--- src/rtl/fifo_pkg.sv ---
// Shared types and width helpers for the flagged synchronous FIFO.
package fifo_pkg;

  typedef enum logic [1:0] {
    OP_NONE = 2'b00,
    OP_PUSH = 2'b01,
    OP_POP  = 2'b10,
    OP_BOTH = 2'b11
  } fifo_op_e;

  function automatic int cnt_width(input int depth);
    return $clog2(depth + 1);
  endfunction

  function automatic int ptr_width(input int depth);
    return ($clog2(depth) < 1) ? 1 : $clog2(depth);
  endfunction

endpackage

--- src/rtl/sync_fifo_flagged_if.sv ---
// Producer/consumer-facing signal bundle of the flagged FIFO.
interface sync_fifo_flagged_if
  import fifo_pkg::*;
#(
  parameter int WIDTH = 32,
  parameter int DEPTH = 8
);
  localparam int CW = cnt_width(DEPTH);

  logic             flush;
  logic             clear_flags;
  logic             write;
  logic [WIDTH-1:0] data_in;
  logic             read;
  logic [WIDTH-1:0] data_out;
  logic             rd_valid;
  logic             empty;
  logic             full;
  logic             almost_empty;
  logic             almost_full;
  logic [CW-1:0]    count;
  logic             overflow;
  logic             underflow;

  modport master (
    output flush, clear_flags, write, data_in, read,
    input  data_out, rd_valid, empty, full, almost_empty, almost_full,
           count, overflow, underflow
  );

  modport slave (
    input  flush, clear_flags, write, data_in, read,
    output data_out, rd_valid, empty, full, almost_empty, almost_full,
           count, overflow, underflow
  );
endinterface

--- src/rtl/fifo_wrap_ptr.sv ---
// Modulo-DEPTH pointer; wraps explicitly so any depth works, not just powers of two.
module fifo_wrap_ptr
  import fifo_pkg::*;
#(
  parameter int DEPTH = 8,
  localparam int PW = ptr_width(DEPTH)
) (
  input  logic          clk,
  input  logic          reset_n,
  input  logic          clr,
  input  logic          inc,
  output logic [PW-1:0] ptr
);

  logic [PW-1:0] ptr_q;
  logic [PW-1:0] ptr_d;

  always_comb begin
    ptr_d = ptr_q;
    if (clr) begin
      ptr_d = '0;
    end else if (inc) begin
      ptr_d = (ptr_q == PW'(DEPTH - 1)) ? '0 : ptr_q + PW'(1);
    end
  end

  always_ff @(posedge clk or negedge reset_n) begin
    if (!reset_n) begin
      ptr_q <= '0;
    end else begin
      ptr_q <= ptr_d;
    end
  end

  assign ptr = ptr_q;

endmodule

--- src/rtl/sync_fifo_flagged.sv ---
// Synchronous FIFO with count-decoded flags, sticky error flags, flush and optional FWFT read path.
module sync_fifo_flagged
  import fifo_pkg::*;
#(
  parameter int WIDTH         = 32,
  parameter int DEPTH         = 8,
  parameter int AFULL_THRESH  = DEPTH - 2,
  parameter int AEMPTY_THRESH = 2,
  parameter int FWFT          = 0
) (
  input logic               clk,
  input logic               reset_n,
  sync_fifo_flagged_if.slave bus
);

  localparam int CW = cnt_width(DEPTH);
  localparam int PW = ptr_width(DEPTH);

  if (DEPTH < 2) begin : g_chk_depth
    $error("sync_fifo_flagged: DEPTH must be >= 2");
  end
  if (AFULL_THRESH < 1 || AFULL_THRESH > DEPTH) begin : g_chk_afull
    $error("sync_fifo_flagged: AFULL_THRESH must be in 1..DEPTH");
  end
  if (AEMPTY_THRESH < 0 || AEMPTY_THRESH > DEPTH - 1) begin : g_chk_aempty
    $error("sync_fifo_flagged: AEMPTY_THRESH must be in 0..DEPTH-1");
  end

  logic [WIDTH-1:0] mem_q [DEPTH];
  logic [CW-1:0]    count_q, count_d;
  logic             overflow_q, overflow_d;
  logic             underflow_q, underflow_d;
  logic [PW-1:0]    wr_ptr, rd_ptr;
  logic             empty, full;
  logic             wr_ok, rd_ok, wr_en, rd_en;
  fifo_op_e         op;

  assign empty = (count_q == '0);
  assign full  = (count_q == CW'(DEPTH));

  // A full FIFO still takes a write when a read frees a slot in the same cycle.
  assign wr_ok = bus.write && (!full || bus.read);
  assign rd_ok = bus.read && !empty;
  assign wr_en = wr_ok && !bus.flush;
  assign rd_en = rd_ok && !bus.flush;
  assign op    = fifo_op_e'({rd_en, wr_en});

  always_comb begin
    count_d = count_q;
    if (bus.flush) begin
      count_d = '0;
    end else begin
      case (op)
        OP_PUSH: count_d = count_q + CW'(1);
        OP_POP:  count_d = count_q - CW'(1);
        default: count_d = count_q;
      endcase
    end
  end

  // A new error in the same cycle as clear_flags keeps the flag set.
  always_comb begin
    overflow_d  = overflow_q;
    underflow_d = underflow_q;
    if (!bus.flush && bus.write && full && !bus.read) begin
      overflow_d = 1'b1;
    end else if (bus.clear_flags) begin
      overflow_d = 1'b0;
    end
    if (!bus.flush && bus.read && empty) begin
      underflow_d = 1'b1;
    end else if (bus.clear_flags) begin
      underflow_d = 1'b0;
    end
  end

  always_ff @(posedge clk or negedge reset_n) begin
    if (!reset_n) begin
      count_q     <= '0;
      overflow_q  <= 1'b0;
      underflow_q <= 1'b0;
    end else begin
      count_q     <= count_d;
      overflow_q  <= overflow_d;
      underflow_q <= underflow_d;
    end
  end

  always_ff @(posedge clk) begin
    if (wr_en) begin
      mem_q[wr_ptr] <= bus.data_in;
    end
  end

  fifo_wrap_ptr #(.DEPTH(DEPTH)) u_wr_ptr (
    .clk     (clk),
    .reset_n (reset_n),
    .clr     (bus.flush),
    .inc     (wr_en),
    .ptr     (wr_ptr)
  );

  fifo_wrap_ptr #(.DEPTH(DEPTH)) u_rd_ptr (
    .clk     (clk),
    .reset_n (reset_n),
    .clr     (bus.flush),
    .inc     (rd_en),
    .ptr     (rd_ptr)
  );

  if (FWFT != 0) begin : g_fwft
    assign bus.data_out = empty ? '0 : mem_q[rd_ptr];
    assign bus.rd_valid = !empty;
  end else begin : g_registered
    logic [WIDTH-1:0] data_out_q, data_out_d;
    logic             rd_valid_q, rd_valid_d;

    always_comb begin
      data_out_d = data_out_q;
      rd_valid_d = 1'b0;
      if (rd_en) begin
        data_out_d = mem_q[rd_ptr];
        rd_valid_d = 1'b1;
      end
    end

    always_ff @(posedge clk or negedge reset_n) begin
      if (!reset_n) begin
        data_out_q <= '0;
        rd_valid_q <= 1'b0;
      end else begin
        data_out_q <= data_out_d;
        rd_valid_q <= rd_valid_d;
      end
    end

    assign bus.data_out = data_out_q;
    assign bus.rd_valid = rd_valid_q;
  end

  assign bus.empty        = empty;
  assign bus.full         = full;
  assign bus.almost_empty = (count_q <= CW'(AEMPTY_THRESH));
  assign bus.almost_full  = (count_q >= CW'(AFULL_THRESH));
  assign bus.count        = count_q;
  assign bus.overflow     = overflow_q;
  assign bus.underflow    = underflow_q;

endmodule

--- src/flat_wrapper.sv ---
// flat-port wrapper written by rule: the top's interface ports become plain ports
module sync_fifo_flagged_flat import fifo_pkg::*;
#(
  parameter int WIDTH         = 32,
  parameter int DEPTH         = 8,
  parameter int AFULL_THRESH  = DEPTH - 2,
  parameter int AEMPTY_THRESH = 2,
  parameter int FWFT          = 0
)
  (clk, reset_n, bus_flush, bus_clear_flags, bus_write, bus_data_in, bus_read, bus_data_out, bus_rd_valid, bus_empty, bus_full, bus_almost_empty, bus_almost_full, bus_count, bus_overflow, bus_underflow);
  sync_fifo_flagged_if #(.WIDTH(WIDTH), .DEPTH(DEPTH)) bus_i ();
  input logic clk;
  input logic reset_n;
  input wire logic [$bits(bus_i.flush)-1:0] bus_flush;
  input wire logic [$bits(bus_i.clear_flags)-1:0] bus_clear_flags;
  input wire logic [$bits(bus_i.write)-1:0] bus_write;
  input wire logic [$bits(bus_i.data_in)-1:0] bus_data_in;
  input wire logic [$bits(bus_i.read)-1:0] bus_read;
  output wire logic [$bits(bus_i.data_out)-1:0] bus_data_out;
  output wire logic [$bits(bus_i.rd_valid)-1:0] bus_rd_valid;
  output wire logic [$bits(bus_i.empty)-1:0] bus_empty;
  output wire logic [$bits(bus_i.full)-1:0] bus_full;
  output wire logic [$bits(bus_i.almost_empty)-1:0] bus_almost_empty;
  output wire logic [$bits(bus_i.almost_full)-1:0] bus_almost_full;
  output wire logic [$bits(bus_i.count)-1:0] bus_count;
  output wire logic [$bits(bus_i.overflow)-1:0] bus_overflow;
  output wire logic [$bits(bus_i.underflow)-1:0] bus_underflow;
  assign bus_i.flush = bus_flush;
  assign bus_i.clear_flags = bus_clear_flags;
  assign bus_i.write = bus_write;
  assign bus_i.data_in = bus_data_in;
  assign bus_i.read = bus_read;
  assign bus_data_out = bus_i.data_out;
  assign bus_rd_valid = bus_i.rd_valid;
  assign bus_empty = bus_i.empty;
  assign bus_full = bus_i.full;
  assign bus_almost_empty = bus_i.almost_empty;
  assign bus_almost_full = bus_i.almost_full;
  assign bus_count = bus_i.count;
  assign bus_overflow = bus_i.overflow;
  assign bus_underflow = bus_i.underflow;
  sync_fifo_flagged #(.WIDTH(WIDTH), .DEPTH(DEPTH), .AFULL_THRESH(AFULL_THRESH), .AEMPTY_THRESH(AEMPTY_THRESH), .FWFT(FWFT)) u_core (.clk(clk), .reset_n(reset_n), .bus(bus_i));
endmodule
--- config.mk ---
export PLATFORM = sky130hd
export DESIGN_NAME = sync_fifo_flagged_flat
export DESIGN_NICKNAME = d
export VERILOG_FILES = /design/src/rtl/fifo_pkg.sv /design/src/rtl/sync_fifo_flagged_if.sv /design/src/rtl/fifo_wrap_ptr.sv /design/src/rtl/sync_fifo_flagged.sv /design/src/flat_wrapper.sv
export SDC_FILE = /design/constraint.sdc
export NUM_CORES = 1
export LEC_CHECK = 0
export BUFFER_PORTS_ARGS = -buffer_cell sky130_fd_sc_hd__buf_2
export CAP_MARGIN = 0
export CORE_AREA = 3 3 174 176
export CTS_CLUSTER_SIZE = 30
export DETAILED_ROUTE_END_ITERATION = 12
export DIE_AREA = 0 0 177 179
export HOLD_SLACK_MARGIN = 0.08
export PLACE_DENSITY_LB_ADDON = 0.1
export SLEW_MARGIN = 20
export SYNTH_ARGS = -nofsm -noshare
export SYNTH_HDL_FRONTEND = slang
export SYNTH_SLANG_ARGS = --single-unit
--- constraint.sdc ---
create_clock -name clk -period 9.55 [get_ports clk]
set_input_delay 1.4325 -clock clk [delete_from_list [all_inputs] [get_ports clk]]
set_output_delay 1.4325 -clock clk [all_outputs]
set_load 0.005 [all_outputs]
## Word level (Yosys, flattened, before mapping)

Memories as Yosys holds them, arrays and structs flattened. A register that Yosys moved wholly into a read port is not among the register bits.
Cells that the tools add are included.
Widths: inputs -> output; s select.

| storage, ports and cells | value |
|---|---|
| word-level logic and storage cells | 53 |
| input bits | 38 |
| memories | 1 |
| flip-flop bits (word level) | 13 |
| output and inout port bits | 43 |
| memory bits (writable) | 256 |

Memory list:

| memory | words | bits a word | rd ports | clocked after Yosys merged registers in | write ports | line | source |
|---|---|---|---|---|---|---|---|
| u_core.mem_q | 8 | 32 | 1 | 1 | 1 | sync_fifo_flagged.sv:29 | `logic [WIDTH-1:0] mem_q [DEPTH];` |

| cells by class | value |
|---|---|
| magnitude comparators | 2 |
| add/sub/neg operators | 4 |
| reduce and logical (&&, ||, !) cells | 21 |
| muxes and demuxes | 14 |
| eq/ne operators | 5 |

Operators with widths:

| operator | count |
|---|---|
| $mux 3 | 6 |
| $logic_and 1x1->1 | 9 |
| $pmux 4 s2 | 1 |
| $reduce_bool 2->1 | 4 |
| $add 3x1->3 const B | 2 |
| $eq 3x3->1 const B | 2 |
| $mux 1 | 6 |
| $logic_not 1->1 | 5 |
| $add 4x1->4 const B | 1 |
| $eq 4x4->1 const B | 1 |
| $ge 4x3->1 const B | 1 |
| $le 4x2->1 const B | 1 |
| $logic_not 4->1 | 1 |
| $mux 4 | 1 |
| $sub 4x1->4 const B | 1 |
| $reduce_bool 3->1 | 1 |
| $eq 2x1->1 const B | 1 |
| $eq 2x2->1 const B | 1 |
| $logic_or 1x1->1 | 1 |

## Longest topological paths before layout

Gate-level depths: netlist (run 1).

| logic depth | value |
|---|---|
| depth after elaboration | 8 |
| gate-level depth with buffers | 10 |
| mapped depth without buffers | 9 |

## Modules after synthesis

A second synthesis (run 1) with hierarchy kept.

| second synthesis, totals | value |
|---|---|
| cells, all modules | 564 |
| area total of the unflattened synthesis | 11601.1 sq um |

By module, submodules not included:

| module | instances | area each (sq um) | sequential area each (sq um) | cells each |
|---|---|---|---|---|
| sync_fifo_flagged | 1 | 11298.3 | 8663.3 | 540 |
| fifo_wrap_ptr | 2 | 151.4 | 75.1 | 12 |

## Worst setup path before layout (run 1)

OpenSTA, ideal clock, no wires.

| timing path | value |
|---|---|
| path type | input port to flip-flop |
| from | input port bus_read |
| to | memory u_core.mem_q[0][0] (enable) |
| data required time | 9.089 ns |
| slack | 4.534 ns |
| setup time | 0.461 ns |
| buffers on the path | 1 |
| stages | 4 |
| arrival | 4.555 ns |
| cell sequence | clkbuf_1 -> or2_2 -> or4b_1 -> nor3_1 |

| on the way | value |
|---|---|
| longest elaborated chain between the ends | 5 |

RTL lines:

| what | line | source |
|---|---|---|
| start, declared | flat_wrapper.sv:18 | `input wire logic [$bits(bus_i.read)-1:0] bus_read;` |
| $logic_or 1x1->1 | sync_fifo_flagged.sv:42 | `assign wr_ok = bus.write && (!full \|\| bus.read);` |
| $logic_and 1x1->1 | sync_fifo_flagged.sv:42 |  |
| $logic_and 1x1->1 | sync_fifo_flagged.sv:44 | `assign wr_en = wr_ok && !bus.flush;` |
| $mux 1 | sync_fifo_flagged.sv:90 | `if (wr_en) begin` |
| $mux 1 (not written as such) | sync_fifo_flagged.sv:91 | `mem_q[wr_ptr] <= bus.data_in;` |
| end, declared | sync_fifo_flagged.sv:29 |  |

Every way passes these cells.

## Final worst setup path (run 1)

| timing path | value |
|---|---|
| from | register u_core.count_q[1] (netlist: u_core.bus.count[1]) |
| to | output port bus_empty |

| on the way | value |
|---|---|
| longest elaborated chain between the ends | 1 |

RTL lines:

| what | line | source |
|---|---|---|
| start, declared | sync_fifo_flagged.sv:30 | `logic [CW-1:0] count_q, count_d;` |
| start signal, assigned | sync_fifo_flagged.sv:83 | `count_q <= count_d;` |
| $logic_not 4->1 | sync_fifo_flagged.sv:38 | `assign empty = (count_q == '0);` |
| end, declared | flat_wrapper.sv:21 | `output wire logic [$bits(bus_i.empty)-1:0] bus_empty;` |

Every way passes these cells.

==> results of run 1 <==
==> layout by cell type (no fill, tap or decap), types with 9 or more instances in the layout <==
master	instances
buf_4	9
nor2_1	36
clkbuf_1	21
mux2i_1	32
a21oi_1	37
dfrtp_1	42
buf_2	80
mux4_2	64
clkbuf_16	35
edfxtp_1	256
==> metal layers <==
metal  GRT usage  vias to the layer above  part of all wire
met5           0                        -            0.0018
met4      0.0435                        6             0.019
met3      0.0301                       43             0.044
met2       0.252                      117              0.50
met1       0.200                     2909              0.44
li1            -                     2524                 -
==> worst register-to-register path, cell delays in order (launching register included) <==
cell     delay [ns]
dfrtp_1        0.55
or4b_2         0.25
or2_2          0.16
or4b_1         0.65
nor3_4         0.64
buf_4          0.49
==> cells by family (layout without fill, tap and decap cells) <==
| family | count (synthesis) | count (layout) |
|---|---|---|
| AOI/OAI and AO/OA | 52 | 52 |
| muxes | 97 | 97 |
| buffers and inverters | 36 | 160 |
| adders and majority gates | 5 | 5 |
| DFF | 301 | 301 |
| and+or+nand+nor | 79 | 79 |
| xor gates and xnor gates | 4 | 4 |
==> Yosys cell counts, drive strengths merged <==
cell and n:
or3 1, o22ai 2, nor3 6, and3 1, mux2i 32, or2b 1
inv 5, xor2 3, dfrtp 45, o21ai 4, edfxtp 256, or4 2
mux4 64, nor2 43, nand2b 3, clkbuf 13, o211ai 1, ha 5
a21o 1, o32ai 1, a211oi 2, nor2b 1, nand3 6, xnor2 1
or4b 3, nand2 6, or2 2, a2bb2oi 1, mux2 1, buf 17
a2111oi 1, nand4b 4, a21oi 37, o311a 1, clkinv 1, a21boi 1
==> layout make-up <==
type / instances / area, um^2
Clock inverter: 4 / 47.5
Sequential cell: 301 / 8820
Multi-Input combinational cell: 237 / 2620
Fill cell: 2470 / 15200
Inverter: 6 / 35.0
Tap cell: 384 / 480
Timing Repair Buffer: 94 / 591
Clock buffer: 56 / 955
==> sequential cells by signal (all words and copies together) (netlist names) <==
| name | cells |
|---|---|
| u_core.mem_q | 256 |
| u_core.bus.data_out | 32 |
| u_core.bus.count | 4 |
| u_core.u_rd_ptr.ptr | 3 |
| u_core.u_wr_ptr.ptr | 3 |
| u_core.bus.overflow | 1 |
| u_core.bus.rd_valid | 1 |
| u_core.bus.underflow | 1 |
==> worst paths after layout <==
check | from | endpoint | depth (start not counted)
worst max-delay path | u_core.bus.count[1]$_DFFE_PN0P_ | bus_empty | 3
worst min-delay path | u_core.bus.data_out[25]$_DFFE_PN0P_ | u_core.bus.data_out[25]$_DFFE_PN0P_ | 2
worst max register to register | u_core.bus.count[1]$_DFFE_PN0P_ | u_core.mem_q[0][14]$_DFFE_PP_ | 5
worst min register to register | u_core.bus.data_out[25]$_DFFE_PN0P_ | u_core.bus.data_out[25]$_DFFE_PN0P_ | 2
max in group asynchronous | reset_n | u_core.u_rd_ptr.ptr[0]$_DFFE_PN0P_ | 2
min in group asynchronous | reset_n | u_core.u_wr_ptr.ptr[2]$_DFFE_PN0P_ | 2
==> metrics by stage <==
stage                     utilization  power (uW)
after CTS                       0.471        3480
final                           0.471        3410
after detailed placement        0.436        2280
after floorplan                     -        2070
after global placement          0.431        2280
after global routing            0.471        3600
==> report_power, final <==
part	internal (uW)	switching, uW	leakage, uW	total (uW)
Clock	708	469	0.000480	1180
Sequential	1530	94.9	0.00284	1620
Combinational	314	299	0.00112	612
==> flow_metrics.env, run 1 <==
export IMPL_clockBufferDepth=3
export IMPL_antenna_found_initial=3
export IMPL_drtPass1Iterations=4
export IMPL_cap_violations=0
export IMPL_path_buf_inv=2
export IMPL_fin_crit_sh=0.364
export IMPL_tightest_slew_ns=1.05
export IMPL_htree_levels=2
export IMPL_postPlaceCellArea_um2=12500
export IMPL_start_util=0.401
export IMPL_vias=5599
export IMPL_portBuffers=80
export IMPL_routabilityCongestion=0.758
export IMPL_slew_headroom=0.300
export IMPL_yosys_top_cells_area="edfxtp_1 (67%), mux4_2 (12%), dfrtp_1 (9.8%)"
export IMPL_core_area_um2=28800
export IMPL_synth_simple_area_share=0.0334
export IMPL_ctsResizeCount=0
export IMPL_hold_viol=0
export IMPL_clkSlewWorstSetupHoldPaths_ns=0.05
export IMPL_clk_latency_ns=0.49
export IMPL_required_ns=8.12
export IMPL_synthCells=574
export IMPL_die_area_um2=31700
export IMPL_postCtsSetupRepairBufs=0
export IMPL_cp_cell_sequence="or4_1 > clkinv_8 > buf_2"
export IMPL_yosys_warnings=0
export IMPL_rows=62
export IMPL_startpoint_type="flip-flop"
export IMPL_viasPerCell=5.17
export IMPL_status="finished, final reports clean"
export IMPL_nets=717
export IMPL_synth_top_area_frac=0.667
export IMPL_period_minus_slack_ns=3.48
export IMPL_endpoint_kind="primary output"
export IMPL_grt_usage=0.150
export IMPL_areaGrowthSynthToFinish_pct=17.5
export IMPL_critical_path_class="flip-flop to primary output"
export IMPL_grt_overflow=0
export IMPL_drt_initial_drc_count=327
export IMPL_grt_pass1_wl_um=35800
export IMPL_pwr_density_cell_nw_per_um2=252
export IMPL_routedWlPerCell_um=21.1
export IMPL_synthMuxAreaShare=0.154
export IMPL_fp_dieH_um=179
export IMPL_cts_root_buf="clkbuf_16"
export IMPL_irDropWorstVdd_v=0.000131
export IMPL_max_freq_mhz=288
export IMPL_first_global_vias=6034
export IMPL_cts_tree="yes"
export IMPL_totalWireLength_um=22800
export IMPL_yosysSeqAreaShare=0.764
export IMPL_whs_ns=0.520
export IMPL_slowest_stage="or4_1"
export IMPL_stdcell_count=1082
export IMPL_hp_class="flip-flop to flip-flop"
export IMPL_cts_buffers=34
export IMPL_fp_dieW_um=177
export IMPL_synth_adder_area_share=0.00542
export IMPL_rsz0062_at_grt="no"
export IMPL_crit_fanout=12
export IMPL_setup_violations=0
export IMPL_cts_hold_buf=0
export IMPL_ant_nets=0
export IMPL_finalInstanceArea_um2=13500
export IMPL_skew_ns=0.0160
export IMPL_synth_xor_area_share=0.00304
export IMPL_synth_top_family_by_area="multiplexers"
export IMPL_synth_area_per_cell_um2=20.1
export IMPL_critPathArrivalTime_ns=2.04
export IMPL_post_place_ws_ns=5.25
export IMPL_power_leakage_uw=0.00443
export IMPL_drive_gt1_frac=0.309
export IMPL_grt_max_degree=67
export IMPL_placed_cells=1022
export IMPL_fin_setup_tns_ns=0
export IMPL_netlist_area_um2=11500
export IMPL_finalMaxSlewViolations=0
export IMPL_synth_distinct_cells=41
export IMPL_fin_ws_ns=6.07
export IMPL_num_io_pins=81
export IMPL_drc=0
export IMPL_clock_sinks=301
export IMPL_cp_top_family="simple AND/OR/NAND/NOR gates"
export IMPL_synth_compound_area_frac=0.0257
export IMPL_n_antenna_cell=0
export IMPL_ff2ff_setup_slack_ns=6.46
export IMPL_synth_seq_cells=301
export IMPL_synth_area_leader_cell="edfxtp_1"
export IMPL_slowest_delay_ns=0.80
export IMPL_hpwl_um=13500
export IMPL_synth_fp_nets=617
Note: power is estimated with default switching activity, not from simulation.
==> inputs of run 2 (changes only) <==
--- a/config.mk
+++ b/config.mk
@@ -5,12 +5,13 @@
 export SDC_FILE = /design/constraint.sdc
 export NUM_CORES = 1
 export LEC_CHECK = 0
+export ABC_AREA = 1
 export BUFFER_PORTS_ARGS = -buffer_cell sky130_fd_sc_hd__buf_2
 export CAP_MARGIN = 0
-export CORE_AREA = 3 3 174 176
+export CORE_AREA = 3 3 176 178
 export CTS_CLUSTER_SIZE = 30
 export DETAILED_ROUTE_END_ITERATION = 12
-export DIE_AREA = 0 0 177 179
+export DIE_AREA = 0 0 179 181
 export HOLD_SLACK_MARGIN = 0.08
 export PLACE_DENSITY_LB_ADDON = 0.1
 export SLEW_MARGIN = 20
==> constraint.sdc (replaced) <==
create_clock -name clk -period 2.9 [get_ports clk]
set_input_delay 0.435 -clock clk [delete_from_list [all_inputs] [get_ports clk]]
set_output_delay 0.435 -clock clk [all_outputs]
set_load 0.005 [all_outputs]
==> run 2 against run 1 <==
Against the previous run:
- critical path depth is 4 higher
- clock power increased to 3.8 times the previous value
- routed wire length rose by 31%
- count of clock-buffer cells in the layout decreased by 15
- flip-flop and latch count did not move
- global-route usage is 3.7 points higher
- total power grew to 3.6 times the previous value
- sequential power rose to 3.3 times the previous value
- non-clock buffer count is 11 higher
- via count is 33% higher
- first-iteration DRC count grew 85%
- clock skew rose by 0.0060 ns
- largest cell class unchanged
==> flow_metrics.env, run 2 <==
export IMPL_regMostFlops="u_core.mem_q"
export IMPL_nets=1015
export IMPL_path_buf_inv=2
export IMPL_reg2reg_to="u_core.mem_q[1][23]$_DFFE_PP_"
export IMPL_hold_depth=2
export IMPL_synth_top_area_frac=0.656
export IMPL_crit_top_cell="nor2_4"
export IMPL_largest_reg_flops=256
export IMPL_clockBufferDepth=3
export IMPL_cts_tree="yes"
export IMPL_hpwl_um=18100
export IMPL_seqCellArea_um2=8820
export IMPL_endpoint_kind="flip-flop"
export IMPL_htree_levels=2
export IMPL_routedWlPerCell_um=21.5
export IMPL_clk_latency_ns=0.52
export IMPL_finalMaxSlewViolations=0
export IMPL_stdcell_count=1388
export IMPL_critical_path_class="flip-flop to flip-flop"
export IMPL_synth_fp_nets=929
export IMPL_multi_input_area_um2=2570
export IMPL_yosys_top_cells_area="edfxtp_1 (66%), dfrtp_1 (9.6%), nor2_1 (4.7%)"
export IMPL_synth_edff_count=256
export IMPL_slew_headroom=0.460
export IMPL_tightest_slew_ns=0.808
export IMPL_core_area_um2=29600
export IMPL_synth_seq_cells=301
export IMPL_fin_crit_sh=0.752
export IMPL_synth_adder_area_share=0.00534
export IMPL_period_minus_slack_ns=2.18
export IMPL_max_freq_mhz=459
export IMPL_synthMuxAreaShare=0
export IMPL_crit_fanout=18
export IMPL_fp_dieW_um=179
export IMPL_hp_start="bus_clear_flags"
export IMPL_hp_class="primary input to flip-flop"
export IMPL_ff2ff_setup_slack_ns=0.72
export IMPL_worstReg2RegStart="u_core.bus.count[0]$_DFFE_PN0P_"
export IMPL_synth_area_per_cell_um2=13.2
export IMPL_clock_sinks=301
export IMPL_post_place_ws_ns=0.667
export IMPL_cp_top_family="simple AND/OR/NAND/NOR gates"
export IMPL_slowest_stage="dfrtp_1"
export IMPL_grt_overflow=0
export IMPL_clkSlewWorstSetupHoldPaths_ns=0.06
export IMPL_netlist_area_um2=11700
export IMPL_critPathArrivalTime_ns=2.38
export IMPL_synth_area_leader_cell="edfxtp_1"
export IMPL_placed_cells=1325
export IMPL_viasPerCell=5.36
export IMPL_rsz0062_at_grt="no"
export IMPL_holdPathEnd="u_core.bus.underflow$_DFFE_PN0P_"
export IMPL_status="finished, final reports clean"
export IMPL_synth_top_family_by_area="compound AO/OA/AOI/OAI gates"
export IMPL_cp_cell_sequence="nor2_4 > nand3_2 > nand2_2 > inv_1 > nand2_1 > nor2_4 > buf_12"
export IMPL_fin_ws_ns=0.720
export IMPL_synth_distinct_cells=27
export IMPL_drive_gt1_frac=0.189
export IMPL_postCtsSetupRepairBufs=0
export IMPL_rows=63
export IMPL_grt_pass1_wl_um=46000
export IMPL_die_area_um2=32400
export IMPL_hold_viol=0
export IMPL_ant_nets=0
export IMPL_skew_ns=0.0220
export IMPL_required_ns=3.10
export IMPL_synthCells=886
export IMPL_setup_violations=0
export IMPL_power_leakage_uw=0.00500
export IMPL_synth_most_common_cell="edfxtp_1"
export IMPL_cts_buffers=34
export IMPL_routabilityCongestion=0.775
export IMPL_worstRegToRegCells=7
export IMPL_synth_xor_area_share=0.000748
export IMPL_synth_compound_area_frac=0.116
export IMPL_dominantRegCellSynth="edfxtp_1"
export IMPL_yosys_top_cells_count="edfxtp_1 (256), nor2_1 (147), o21ai_0 (96), nand2_1 (79), o21ai_1 (62)"
export IMPL_n_antenna_cell=0
export IMPL_grt_usage=0.187
export IMPL_slowest_delay_ns=0.49
export IMPL_irDropWorstVdd_v=0.000501
export IMPL_totalWireLength_um=29800
export IMPL_fin_setup_tns_ns=0
export IMPL_yosysSeqAreaShare=0.752
export IMPL_startpoint_type="flip-flop"
export IMPL_num_io_pins=81
export IMPL_final_common_cell="edfxtp_1"
export IMPL_start_util=0.396
export IMPL_vias=7434
export IMPL_drt_initial_drc_count=605
export IMPL_ys_async_sr_fraction=0.150
export IMPL_pwr_density_cell_nw_per_um2=878
export IMPL_cts_root_buf="clkbuf_16"
export IMPL_drtPass1Iterations=5
export IMPL_drc=0
export IMPL_fp_dieH_um=181
export IMPL_cap_violations=0
export IMPL_final_cell_mix="edfxtp_1 (256), nor2_1 (139), o21ai_0 (96), buf_2 (80), nand2_1 (79)"
export IMPL_synth_simple_area_share=0.0924
export IMPL_postLayoutCoreUtil=0.470
export IMPL_fillers=2670
export IMPL_antenna_found_initial=0
export IMPL_portBuffers=80
export IMPL_yosys_warnings=0
export IMPL_grt_max_degree=66
export IMPL_first_global_vias=7445
export IMPL_areaGrowthSynthToFinish_pct=18.5
run 2: cell count changes in the layout (fill, tap and decap cells not counted), moves of 32 or more:
| cell | before | now |
|---|---|---|
| a21oi_1 | 37 | 1 |
| mux2i_1 | 32 | 0 |
| mux4_2 | 64 | 0 |
| nand2_1 | 6 | 79 |
| nor2_1 | 36 | 139 |
| o21ai_0 | 4 | 96 |
| o21ai_1 | 0 | 62 |
| o221ai_1 | 0 | 44 |
run 2: what timing repair did:
item                                    in CTS  in global routing
endpoints found under the setup margin       0                  0
endpoints found under the hold margin       18                  0
resized for setup                            0                  0
hold buffers                                 1                  0
run 2: how the worst max path moves through the flow:
stage,from,slack (ns),endpoint,cells past startpoint
after floorplan,u_core.bus.count[0]$_DFFE_PN0P_,0.22,u_core.mem_q[0][0]$_DFFE_PP_,6
after global placement,bus_write,0.68,u_core.mem_q[4][13]$_DFFE_PP_,8
after detailed placement,bus_write,0.67,u_core.mem_q[4][14]$_DFFE_PP_,8
after CTS,u_core.bus.count[0]$_DFFE_PN0P_,0.70,u_core.mem_q[4][28]$_DFFE_PP_,7
after global routing,u_core.bus.count[0]$_DFFE_PN0P_,0.52,u_core.mem_q[1][23]$_DFFE_PP_,7
final,u_core.bus.count[0]$_DFFE_PN0P_,0.72,u_core.mem_q[1][23]$_DFFE_PP_,7
run 2: logic make-up after synthesis:
logic type,Yosys count
AO/OA/AOI/OAI,228
adder cells (fa/ha/maj),5
AND/OR/NAND/NOR,267
XOR/XNOR,1
buffers and inverters,84
flip-flops,301
run 2: metal layers:
layer | vias to the layer above | wire length (um) | GRT usage
met5 | - | 0 | 0
met4 | 0 | 573 | 0.0483
met3 | 43 | 1730 | 0.0330
met2 | 196 | 13400 | 0.278
met1 | 3754 | 14200 | 0.284
li1 | 3441 | - | -
run 2: area by class of cell:
cell class                      instances  area share
Tap cell                              390      0.0351
Inverter                               29     0.00802
Multi-Input combinational cell        501       0.185
Clock buffer                           41      0.0668
Timing Repair Buffer                  105      0.0516
Sequential cell                       301       0.635
Clock inverter                         21      0.0179
run 2: power by group:
group	internal [uW]	total [uW]	switching, uW
Combinational	857	2440	1590
Sequential	5030	5300	267
Clock	2740	4450	1710
run 2: worst reg2reg max path, delay by kind of cell (launching register included):
family | cells | cell delay, ns
simple gates | 5 | 1.02
flops | 1 | 0.49
buf+inv | 2 | 0.36
run 2: stage by stage:
step / hold slack, ns / total power, uW / instance area (um^2)
after floorplan: 0.139 / 6880 / 11700
after global placement: 0.444 / 7850 / 12700
after detailed placement: 0.436 / 7860 / 12700
after CTS: 0.130 / 12400 / 13900
after global routing: 0.167 / 12900 / 13900
final: 0.162 / 12200 / 13900
==> inputs of run 3 (changes only) <==
==> constraint.sdc (replaced) <==
create_clock -name clk -period 1.8 [get_ports clk]
set_input_delay 0.27 -clock clk [delete_from_list [all_inputs] [get_ports clk]]
set_output_delay 0.27 -clock clk [all_outputs]
set_load 0.005 [all_outputs]
==> run 3 against run 2 <==
Against the previous run:
- combinational power is 75% higher
- routed wire length decreased by 3.7%
- count of clock-buffer cells in the layout is 12 higher
- clock power increased by 49%
- clock skew is 0.012 ns lower
- critical path type unchanged
==> flow_metrics.env, run 3 (synthesis results as in run 2) <==
export IMPL_seqPwrFrac=0.436
export IMPL_ant_nets=0
export IMPL_power_leakage_uw=0.00526
export IMPL_grt_usage=0.181
export IMPL_core_area_um2=29600
export IMPL_irDropWorstVdd_v=0.000812
export IMPL_fin_crit_sh=0.934
export IMPL_cts_buffers=34
export IMPL_htree_levels=2
export IMPL_required_ns=2.19
export IMPL_reg2reg_to="u_core.bus.count[3]$_DFFE_PN0P_"
export IMPL_portBuffers=80
export IMPL_grt_max_degree=51
export IMPL_final_common_cell="edfxtp_1"
export IMPL_critPathArrivalTime_ns=2.07
export IMPL_endpoint_kind="flip-flop"
export IMPL_pwr_density_cell_nw_per_um2=1330
export IMPL_skew_ns=0.00973
export IMPL_drtPass1Iterations=5
export IMPL_die_area_um2=32400
export IMPL_whs_ns=0.0805
export IMPL_setup_violations=0
export IMPL_fp_dieW_um=179
export IMPL_rsz0062_at_grt="yes"
export IMPL_routed_top_layer="met4"
export IMPL_vias=7429
export IMPL_first_global_vias=7633
export IMPL_finalMaxSlewViolations=0
export IMPL_startpoint_type="flip-flop"
export IMPL_cts_tree="yes"
export IMPL_regMostFlops="u_core.mem_q"
export IMPL_hp_class="primary input to flip-flop"
export IMPL_nets=1069
export IMPL_holdPathEnd="u_core.mem_q[4][3]$_DFFE_PP_"
export IMPL_status="finished, final reports clean"
export IMPL_hold_depth=1
export IMPL_pwr_share_comb=0.222
export IMPL_wl_met3_um=1160
export IMPL_fp_dieH_um=181
export IMPL_slew_headroom=0.688
export IMPL_power_frac_clock=0.342
export IMPL_max_freq_mhz=595
export IMPL_fillers=2633
export IMPL_cp_cell_sequence="nor2_4 > nand2_2 > nand4_2 > inv_2 > ha_1 > nand2_1 > inv_1 > nand3_1 > nand3_1 > nand2_1 > nand3_1 > nand2_1"
export IMPL_clk_latency_ns=0.50
export IMPL_slowest_stage="dfrtp_1"
export IMPL_drive_gt1_frac=0.197
export IMPL_slowest_delay_ns=0.41
export IMPL_antenna_found_initial=0
export IMPL_ff2ff_setup_slack_ns=0.12
export IMPL_wl_met1_um=13600
export IMPL_drt_initial_drc_count=508
export IMPL_cts_root_buf="clkbuf_16"
export IMPL_totalWireLength_um=28700
export IMPL_postLayoutCoreUtil=0.490
export IMPL_start_util=0.396
export IMPL_period_minus_slack_ns=1.68
export IMPL_worstRegToRegCells=12
export IMPL_num_io_pins=81
export IMPL_viasPerCell=5.16
export IMPL_hold_viol=0
export IMPL_hp_start="bus_data_in[3]"
export IMPL_wl_met2_um=13500
export IMPL_tightest_slew_ns=0.463
export IMPL_crit_fanout=4
export IMPL_swShare=0.289
export IMPL_hpwl_um=16500
export IMPL_clkSlewWorstSetupHoldPaths_ns=0.06
export IMPL_routabilityCongestion=0.760
export IMPL_worstReg2RegStart="u_core.bus.count[1]$_DFFE_PN0P_"
export IMPL_grt_overflow=0
export IMPL_drc=0
export IMPL_n_antenna_cell=0
export IMPL_cap_violations=0
export IMPL_critical_path_class="flip-flop to flip-flop"
export IMPL_p_sw_uw=5570
export IMPL_grt_pass1_wl_um=45100
export IMPL_clockBufferDepth=3
export IMPL_rows=63
export IMPL_largest_reg_flops=256
export IMPL_areaGrowthSynthToFinish_pct=23.5
export IMPL_p_int_uw=13700
export IMPL_clock_sinks=301
export IMPL_routedWlPerCell_um=19.9
export IMPL_final_cell_mix="edfxtp_1 (256), nor2_1 (139), o21ai_0 (96), buf_2 (80), nand2_1 (77)"
-- run 3: per-stage QoR --
step	worst slack [ns]	area (um^2)	std cells	total power, uW	setup TNS (ns)
5_1_grt	-0.0310	14500	1441	20400	-0.0562
2_1_floorplan	0.000315	11800	886	11100	0
3_3_place_gp	0.0980	13000	1341	12800	0
3_5_place_dp	0.0767	13000	1341	12800	0
6_report	0.119	14500	1441	19300	0
4_1_cts	0.0604	14400	1436	19500	0
-- run 3: per-layer routing --
| layer | up-vias | track usage |
|---|---|---|
| li1 | 3556 | - |
| met1 | 3665 | 0.260 |
| met2 | 170 | 0.291 |
| met3 | 38 | 0.0277 |
| met4 | 0 | 0.0421 |
| met5 | - | 0 |
-- run 3: final cells by class --
class / instances / area, um^2 / area share
inverter: 29 / 114 / 0.00787
multi-input combinational: 501 / 2600 / 0.180
sequential: 301 / 8820 / 0.610
timing repair buffer: 159 / 1380 / 0.0953
clock buffer: 53 / 1000 / 0.0693
tap: 390 / 488 / 0.0337
clock inverter: 8 / 68.8 / 0.00475
-- run 3: how the worst max path moves through the flow --
stage / startpoint / endpoint / slack [ns] / depth (start not counted)
detailed placement: u_core.bus.count[3]$_DFFE_PN0P_ / u_core.bus.count[2]$_DFFE_PN0P_ / 0.08 / 11
floorplan: u_core.bus.count[3]$_DFFE_PN0P_ / u_core.mem_q[0][0]$_DFFE_PP_ / 0.0003 / 7
finish: u_core.bus.count[1]$_DFFE_PN0P_ / u_core.bus.count[3]$_DFFE_PN0P_ / 0.12 / 12
global placement: u_core.bus.count[0]$_DFFE_PN0P_ / u_core.bus.count[3]$_DFFE_PN0P_ / 0.1 / 12
global route: u_core.bus.count[3]$_DFFE_PN0P_ / u_core.bus.count[3]$_DFFE_PN0P_ / -0.03 / 12
CTS: u_core.bus.count[3]$_DFFE_PN0P_ / bus_almost_empty / 0.06 / 5
-- run 3: what timing repair did --
item | 4_1_cts | 5_1_grt
buffers inserted | 0 | 5
resized for setup | 0 | 4
hold buffers | 34 | 0
setup endpoints to repair | 0 | 5
hold endpoints to repair | 287 | 0
-- run 3: power by group through the flow --
stage / registers [uW] / clock network (uW) / logic [uW]
floorplan: 8540 / 0 / 2560
global placement: 8550 / 0 / 4220
detailed placement: 8560 / 0 / 4240
CTS: 8420 / 6780 / 4290
global route: 8490 / 7100 / 4860
finish: 8430 / 6610 / 4280
-- run 3: worst max-delay path: cells and delay by family, from the launching register on --
kind,cells,cell delay (ns)
DFF,1,0.41
adders and majority gates,1,0.32
and+or+nand+nor,9,0.74
buffers and inverters,2,0.10
